$ cat src/rtl/cnn_mac_pkg.sv
// Shared types and constants for the MAC accumulate/requantize stage.
//   state_e    : accumulator FSM states (StAcc collects products, StOut holds a result)
//   DATA_MAX/MIN : W12_6 activation clamp limits
//   rnd_const  : round-half-up addend for a given right shift
package cnn_mac_pkg;

  localparam int unsigned PROD_W_DEF = 21;
  localparam int unsigned DATA_W_DEF = 12;
  localparam int unsigned ACC_W_DEF  = 32;

  localparam int DATA_MAX = 2047;
  localparam int DATA_MIN = -2048;

  typedef enum logic [0:0] {
    StAcc = 1'b0,
    StOut = 1'b1
  } state_e;

  // Half an output LSB expressed in accumulator LSBs.
  function automatic int unsigned rnd_const(input int unsigned shift);
    return 32'd1 << (shift - 1);
  endfunction

endpackage

$ cat src/rtl/cnn_requant_sat.sv
// Combinational requantizer: round-half-up, arithmetic right shift, clamp to W12_6.
// Build option CNN_MAC_RELU_EN: negative results become 0 without flagging saturation.
//   sum_i  : signed accumulator value (12 fractional bits)
//   data_o : clamped signed result (6 fractional bits)
//   sat_o  : result was clamped
module cnn_requant_sat
  import cnn_mac_pkg::*;
#(
  parameter int unsigned ACC_W  = 32,
  parameter int unsigned DATA_W = 12,
  parameter int unsigned SHIFT  = 6
) (
  input  logic signed [ACC_W-1:0]  sum_i,
  output logic signed [DATA_W-1:0] data_o,
  output logic                     sat_o
);

  localparam logic signed [ACC_W-1:0]  MaxA = ACC_W'(DATA_MAX);
  localparam logic signed [ACC_W-1:0]  MinA = ACC_W'(DATA_MIN);
  localparam logic signed [DATA_W-1:0] MaxD = DATA_W'(DATA_MAX);
  localparam logic signed [DATA_W-1:0] MinD = DATA_W'(DATA_MIN);
  localparam logic signed [ACC_W-1:0]  Rnd  = ACC_W'(rnd_const(SHIFT));

  logic signed [ACC_W-1:0] r;

  assign r = (sum_i + Rnd) >>> SHIFT;

  always_comb begin
    data_o = r[DATA_W-1:0];
    sat_o  = 1'b0;
    if (r > MaxA) begin
      data_o = MaxD;
      sat_o  = 1'b1;
    end
`ifdef CNN_MAC_RELU_EN
    else if (r[ACC_W-1]) begin
      data_o = '0;
    end
`else
    else if (r < MinA) begin
      data_o = MinD;
      sat_o  = 1'b1;
    end
`endif
  end

endmodule

$ cat src/rtl/cnn_mac_acc_requant.sv
// Accumulates N_TAPS signed products plus a bias, then requantizes to W12_6 with
// round-half-up and saturation. One result per kernel, valid/ready on both sides.
// Build option CNN_MAC_RELU_EN (see cnn_requant_sat) fuses a ReLU before the clamp.
//   ap_clk/ap_rst_n      : clock, async active-low reset
//   in_prod/in_bias      : product stream; bias sampled with tap 0
//   in_valid/in_ready    : input handshake
//   out_data/out_sat     : requantized result and clamp flag
//   out_valid/out_ready  : output handshake
module cnn_mac_acc_requant
  import cnn_mac_pkg::*;
#(
  parameter int unsigned PROD_W = PROD_W_DEF,
  parameter int unsigned DATA_W = DATA_W_DEF,
  parameter int unsigned ACC_W  = ACC_W_DEF,
  parameter int unsigned N_TAPS = 9,
  parameter int unsigned SHIFT  = 6
) (
  input  logic                     ap_clk,
  input  logic                     ap_rst_n,
  input  logic signed [PROD_W-1:0] in_prod,
  input  logic                     in_valid,
  output logic                     in_ready,
  input  logic signed [DATA_W-1:0] in_bias,
  output logic signed [DATA_W-1:0] out_data,
  output logic                     out_sat,
  output logic                     out_valid,
  input  logic                     out_ready
);

  localparam int unsigned CntW = (N_TAPS > 1) ? $clog2(N_TAPS) : 1;
  localparam logic [CntW-1:0] LastTap = CntW'(N_TAPS - 1);

  state_e                  state_q, state_d;
  logic [CntW-1:0]         tap_cnt_q, tap_cnt_d;
  logic signed [ACC_W-1:0] acc_q, acc_d;
  logic signed [DATA_W-1:0] out_data_q, out_data_d;
  logic                    out_sat_q, out_sat_d;

  logic signed [ACC_W-1:0]  prod_ext, bias_ext, sum;
  logic signed [DATA_W-1:0] rq_data;
  logic                     rq_sat, beat, last_tap;

  assign in_ready  = (state_q == StAcc) && ap_rst_n;
  assign out_valid = (state_q == StOut);
  assign out_data  = out_data_q;
  assign out_sat   = out_sat_q;

  assign beat     = in_valid && in_ready;
  assign last_tap = (tap_cnt_q == LastTap);

  // Bias is W12_6; align it to the product's 12 fractional bits.
  assign prod_ext = ACC_W'(in_prod);
  assign bias_ext = ACC_W'(in_bias) <<< SHIFT;
  // Tap 0 restarts from the bias, so the final sum is available on the last beat's edge.
  assign sum      = ((tap_cnt_q == '0) ? bias_ext : acc_q) + prod_ext;

  cnn_requant_sat #(
    .ACC_W (ACC_W),
    .DATA_W(DATA_W),
    .SHIFT (SHIFT)
  ) u_requant (
    .sum_i (sum),
    .data_o(rq_data),
    .sat_o (rq_sat)
  );

  always_comb begin
    state_d    = state_q;
    tap_cnt_d  = tap_cnt_q;
    acc_d      = acc_q;
    out_data_d = out_data_q;
    out_sat_d  = out_sat_q;
    unique case (state_q)
      StAcc: begin
        if (beat) begin
          acc_d     = sum;
          tap_cnt_d = last_tap ? '0 : tap_cnt_q + CntW'(1);
          if (last_tap) begin
            out_data_d = rq_data;
            out_sat_d  = rq_sat;
            state_d    = StOut;
          end
        end
      end
      StOut: begin
        if (out_ready) state_d = StAcc;
      end
      default: state_d = StAcc;
    endcase
  end

  always_ff @(posedge ap_clk or negedge ap_rst_n) begin
    if (!ap_rst_n) begin
      state_q    <= StAcc;
      tap_cnt_q  <= '0;
      acc_q      <= '0;
      out_data_q <= '0;
      out_sat_q  <= 1'b0;
    end else begin
      state_q    <= state_d;
      tap_cnt_q  <= tap_cnt_d;
      acc_q      <= acc_d;
      out_data_q <= out_data_d;
      out_sat_q  <= out_sat_d;
    end
  end

endmodule

$ cat config.mk
export PLATFORM = sky130hd
export DESIGN_NAME = cnn_mac_acc_requant
export DESIGN_NICKNAME = d
export VERILOG_FILES = /design/src/rtl/cnn_mac_pkg.sv /design/src/rtl/cnn_requant_sat.sv /design/src/rtl/cnn_mac_acc_requant.sv
export SDC_FILE = /design/constraint.sdc
export NUM_CORES = 1
export LEC_CHECK = 0
export CELL_PAD_IN_SITES_DETAIL_PLACEMENT = 2
export CELL_PAD_IN_SITES_GLOBAL_PLACEMENT = 2
export CORE_ASPECT_RATIO = 1.75
export CORE_MARGIN = 1
export CORE_UTILIZATION = 38
export CTS_CLUSTER_SIZE = 30
export DETAILED_ROUTE_END_ITERATION = 10
export DONT_BUFFER_PORTS = 1
export PLACE_DENSITY_LB_ADDON = 0.3
export SKIP_LAST_GASP = 1
export SLEW_MARGIN = 15
export SYNTH_ARGS = -nofsm -noshare
export SYNTH_HDL_FRONTEND = slang
export SYNTH_SLANG_ARGS = --single-unit
$ cat constraint.sdc
create_clock -name ap_clk -period 6.9 [get_ports ap_clk]
set_input_delay 1.035 -clock ap_clk [delete_from_list [all_inputs] [get_ports ap_clk]]
set_output_delay 1.035 -clock ap_clk [all_outputs]
set_load 0.03 [all_outputs]
-- Word-level counts from Yosys, hierarchy flattened
Cells that the tools add are included.
- bits in registers: 50
- output and inout bits: 15
- $add $sub $neg: 3
- $lt $le $gt $ge: 2
- equal/unequal tests: 1
- mux-type cells: 10
- bitwise logic cells: 1
- reduce and logical (&&, ||, !) cells: 5
- operators by type and width (kind ; count):
    $add 32x21->32 ; 1
    $add 32x7->32 const B ; 1
    $mux 32 ; 1
    $gt 26x12->1 const B ; 1
    $lt 26x12->1 const B ; 1
    $mux 12 ; 2
    $mux 1 ; 5
    $add 4x1->4 const B ; 1
    $eq 4x4->1 const B ; 1
    $logic_not 4->1 ; 1
    $mux 4 ; 1
    $reduce_and 3->1 ; 1
    $logic_and 1x1->1 ; 2
    $pmux 1 s2 ; 1
    $reduce_and 2->1 ; 1
    $not 1->1 ; 1

-- Logic depth before layout (Yosys ltp)
- word-level depth: 7
- mapped depth: 22
- gate-level depth less buffers: 19

-- Cells and area by module
From an unflattened synthesis, not the netlist that was laid out.
- cells, all modules: 576
- area total of the unflattened synthesis: 4912.2 um^2
- by module, submodules not included (module ; instances ; cells an instance ; area each (um^2)):
    cnn_mac_acc_requant ; 1 ; 465 ; 4072.7
    cnn_requant_sat ; 1 ; 111 ; 839.6

-- Worst setup path after synthesis
No wires, ideal clock.
- kind: input to register
- start: input port in_bias[11]
- end: register out_data_q[0] (netlist: out_data[0])
- data arrival time: 5201 ps
- data required time: 6770 ps
- slack: 1569 ps
- cell stages on the path: 18
- cells stage by stage: and2_1 clkbuf_1 clkbuf_1 a21o_1 ha_1 clkbuf_1 a21oi_1 o21ai_0 a21o_1 a31o_1 a211o_1 or4_4 nor3_2 or4b_4 o22a_1 nor4_2 buf_4 o32ai_1
- longest elaborated chain between the ends: 6
- elaborated cells between the ends (all ways): 7
- RTL lines (what ; RTL line ; text):
    start: declaration ; cnn_mac_acc_requant.sv:23 ; input logic signed [DATA_W-1:0] in_bias,
    $mux 32 * ; cnn_mac_acc_requant.sv:55 ; assign sum = ((tap_cnt_q == '0) ? bias_ext : acc_q) + prod_ext;
    $add 32x21->32 * ; cnn_mac_acc_requant.sv:55 ;
    $add 32x7->32 * ; cnn_requant_sat.sv:26 ; assign r = (sum_i + Rnd) >>> SHIFT;
    $lt 26x12->1 ; cnn_requant_sat.sv:40 ; else if (r < MinA) begin
    $mux 12 ; cnn_requant_sat.sv:40 ;
    $mux 12 * ; cnn_requant_sat.sv:31 ; if (r > MaxA) begin
    end signal: assignment ; cnn_mac_acc_requant.sv:103 ; out_data_q <= out_data_d;
    end: declaration ; cnn_mac_acc_requant.sv:36 ; logic signed [DATA_W-1:0] out_data_q, out_data_d;
Every way passes the cells marked *; elsewhere a longest branch is shown, timed or not.
A chain may end at the register's enable or synchronous reset.

-- Worst setup path in the final report
- start: register tap_cnt_q[0]
- end: register out_data_q[3] (netlist: out_data[3])
- longest elaborated chain between the ends: 7
- elaborated cells between the ends (all ways): 10
- RTL lines (what ; RTL line ; text):
    start: declaration ; cnn_mac_acc_requant.sv:34 ; logic [CntW-1:0] tap_cnt_q, tap_cnt_d;
    start signal: assignment ; cnn_mac_acc_requant.sv:101 ; tap_cnt_q <= tap_cnt_d;
    $logic_not 4->1 ; cnn_mac_acc_requant.sv:55 ;
    $mux 32 ; cnn_mac_acc_requant.sv:55 ;
    $add 32x21->32 ; cnn_mac_acc_requant.sv:55 ;
    $add 32x7->32 ; cnn_requant_sat.sv:26 ;
    $lt 26x12->1 ; cnn_requant_sat.sv:40 ;
    $mux 12 ; cnn_requant_sat.sv:40 ;
    $mux 12 ; cnn_requant_sat.sv:31 ;
Several ways; a longest one is shown, not always the timed one.

==> impl_metrics.env <==
export IMPL_synth_ff_type="dfrtp_1"
export IMPL_cts_sinks=50
export IMPL_htreeDepth=2
export IMPL_cp_start_kind="register"
export IMPL_layout_commonest_cell="nand2_1"
export IMPL_final_cell_mix="nand2_1, o21ai_0, dfrtp_1, nor2_1, a21oi_1"
export IMPL_yosys_top_cells_area="dfrtp_1, ha_1, nand2_1"
export IMPL_rsz0062_at_grt="no"
export IMPL_synth_cell_types=64
export IMPL_end_kind="register"
export IMPL_slowest_stage="or4_1"
export IMPL_drt_vias_per_instance=6.16
export IMPL_finalSetupTns_ps=0
export IMPL_critical_path_max_stage_delay_ps=640
export IMPL_core_area_sq_um=12400
export IMPL_ant_nets=0
export IMPL_die_height_um=151
export IMPL_layout_nets=681
export IMPL_route_vias_total=4789
export IMPL_synth_seq_area_share=0.260
export IMPL_drive_gt1_frac=0.0525
export IMPL_netlist_area_leader_share=0.260
export IMPL_critPathKind="register to register"
export IMPL_cp_required_ps=7040
export IMPL_synth_avg_cell_area_sq_um=7.66
export IMPL_finalMaxSlewViolations=0
export IMPL_post_cts_resized=0
export IMPL_ys_seq_elements=50
export IMPL_area_growth_pct=5.75
export IMPL_status="finished clean"
export IMPL_syn_inst=627
export IMPL_cp_cell_sequence="inv_1, ha_1, nor2b_1, nand2b_1, buf_4, nand2_1, nand2_1, ha_1, a21oi_1, o21ai_0, a311oi_1, o21ai_1, xnor2_1, buf_4, or4_1, or4_1, nor4_2, xnor2_1, nor2_1, o32ai_1"
export IMPL_netlist_area_sq_um=4810
export IMPL_std_cell_rows=54
export IMPL_hold_viol=0
export IMPL_root_buffer="clkbuf_16"
export IMPL_syn_nets=700
export IMPL_cp_max_fo=17
export IMPL_fin_crit_sh=0.932
export IMPL_grt_max_degree=55
export IMPL_setup_slack_ps=468
export IMPL_drt_pass1_iter_count=4
export IMPL_hold_class="primary input to async pin"
export IMPL_fin_crit_ps=6430
export IMPL_routed_wl_um=17800
export IMPL_worstMarginPinSlew_ps=893
export IMPL_grt_ovfl_total=0
export IMPL_diodes=0
export IMPL_postCtsSetupBuffers=0
export IMPL_yosysWarnings=0
export IMPL_die_area_sq_um=13100
export IMPL_antenna_found_initial=0
export IMPL_fp_dieW_um=87.0
export IMPL_setup_viol=0
export IMPL_grt_pass1_vias=5364
export IMPL_slew_headroom=0.400
export IMPL_track_usage=0.284
export IMPL_synth_edff_count=0
export IMPL_dp_slack_ps=641
export IMPL_async_flop_share=1.00
export IMPL_clk_pin_slew_worst_paths_ps=80
export IMPL_floorplan_initialDensity=0.389
export IMPL_dp_hpwl_um=14400
export IMPL_arrival_ps=6570
export IMPL_clk_path_buf_depth=2
export IMPL_initialDrtViolationCount=153
export IMPL_skew_ps=5.95
export IMPL_hold_buffers=0
export IMPL_io_pins=52
export IMPL_fmax_ghz=0.155
export IMPL_gp_congestion=0.884
export IMPL_grt_pass1_wl_um=28000
export IMPL_cts_buffers=5
export IMPL_post_drt_wl_per_cell_um=22.9
export IMPL_drc_errors=0
export IMPL_port_buffers=0
export IMPL_maxCapViolCount=0
export IMPL_insertion_delay_ps=300
export IMPL_cts_tree="built"
export IMPL_yosys_area_top_type="dfrtp_1"
[worst paths after layout]
kind / from / cells after the start / slack (ps) / endpoint
min: ap_rst_n / 0 / 420 / acc_q[4]
max: tap_cnt_q[0] / 20 / 470 / out_data[3]
max in group asynchronous: ap_rst_n / 0 / 6380 / out_data[7]
min reg2reg: acc_q[28] / 2 / 490 / acc_q[28]
max reg2reg: tap_cnt_q[0] / 20 / 470 / out_data[3]
min in group ap_clk: acc_q[28] / 2 / 490 / acc_q[28]
[cells by family after synthesis]
group	after synthesis	share of synthesized area
AO/OA/AOI/OAI	194	0.260
XOR/XNOR	46	0.0838
buffers and inverters	45	0.0385
multiplexers	3	0.00651
AND/OR/NAND/NOR	253	0.255
flip-flops	50	0.260
adder cells (fa/ha/maj)	36	0.0953
[metal layers]
| metal | share of wire | global-route usage | routed length, um | up-vias |
|---|---|---|---|---|
| li1 | - | - | - | 2222 |
| met3 | 0.019 | 0.0278 | 330 | 57 |
| met4 | 0.075 | 0.196 | 1340 | 0 |
| met1 | 0.34 | 0.268 | 6130 | 2409 |
| met5 | 0 | 0 | 0 | - |
| met2 | 0.56 | 0.556 | 10000 | 101 |
[flip-flops by register name (all words and copies together), names as in the netlist]
register   cells
out_sat        1
tap_cnt_q      4
out_valid      1
acc_q         32
out_data      12
[cells in the mapped netlist (3+ instances only)]
master / number
nor2b_1: 5
o21ai_0: 58
and3_1: 8
xnor2_1: 35
a211oi_1: 6
o32ai_1: 12
a221oi_1: 3
inv_1: 12
xor2_1: 11
nor4_1: 5
ha_1: 35
nand4_1: 9
nand2b_1: 5
a211o_1: 4
or2_2: 7
and2_1: 11
or4_1: 5
dfrtp_1: 50
clkbuf_1: 26
nor3_1: 17
o21bai_1: 4
a21o_1: 28
nand3_1: 8
buf_2: 4
a21oi_1: 41
o21a_1: 6
o211ai_1: 5
and4_1: 4
nand2_1: 113
nor2_1: 42
nor4_2: 3
a31o_2: 3
[critical path, delay by kind of cell, from the launching register on]
kind / cells / cell delay (ps)
fa+ha+maj: 2 / 520
simple gates: 8 / 2840
buf+inv: 3 / 580
compound gates: 5 / 1510
xor+xnor: 2 / 350
flops: 1 / 430
[cell type report]
type	instances	area [sq um]
clock inverters	3	28.8
flip-flops and latches	50	1250
multi-input cells	532	3370
repair buffers	7	52.6
inverters	12	45.0
fillers	1486	7280
clock buffers	5	125
well taps	168	210
[per-stage QoR]
| step | cells | area, sq um | hold WS (ps) | utilization |
|---|---|---|---|---|
| after floorplan | 627 | 4810 | 437 | - |
| after global placement | 769 | 4930 | 449 | 0.399 |
| after detailed placement | 769 | 4930 | 476 | 0.399 |
| after CTS | 777 | 5080 | 417 | 0.411 |
| after global routing | 777 | 5080 | 413 | 0.411 |
| final | 777 | 5080 | 420 | 0.411 |
Power is left out: the tool's default activity adds up to more than one toggle a clock period on the data nets, which glitch-free logic cannot reach.
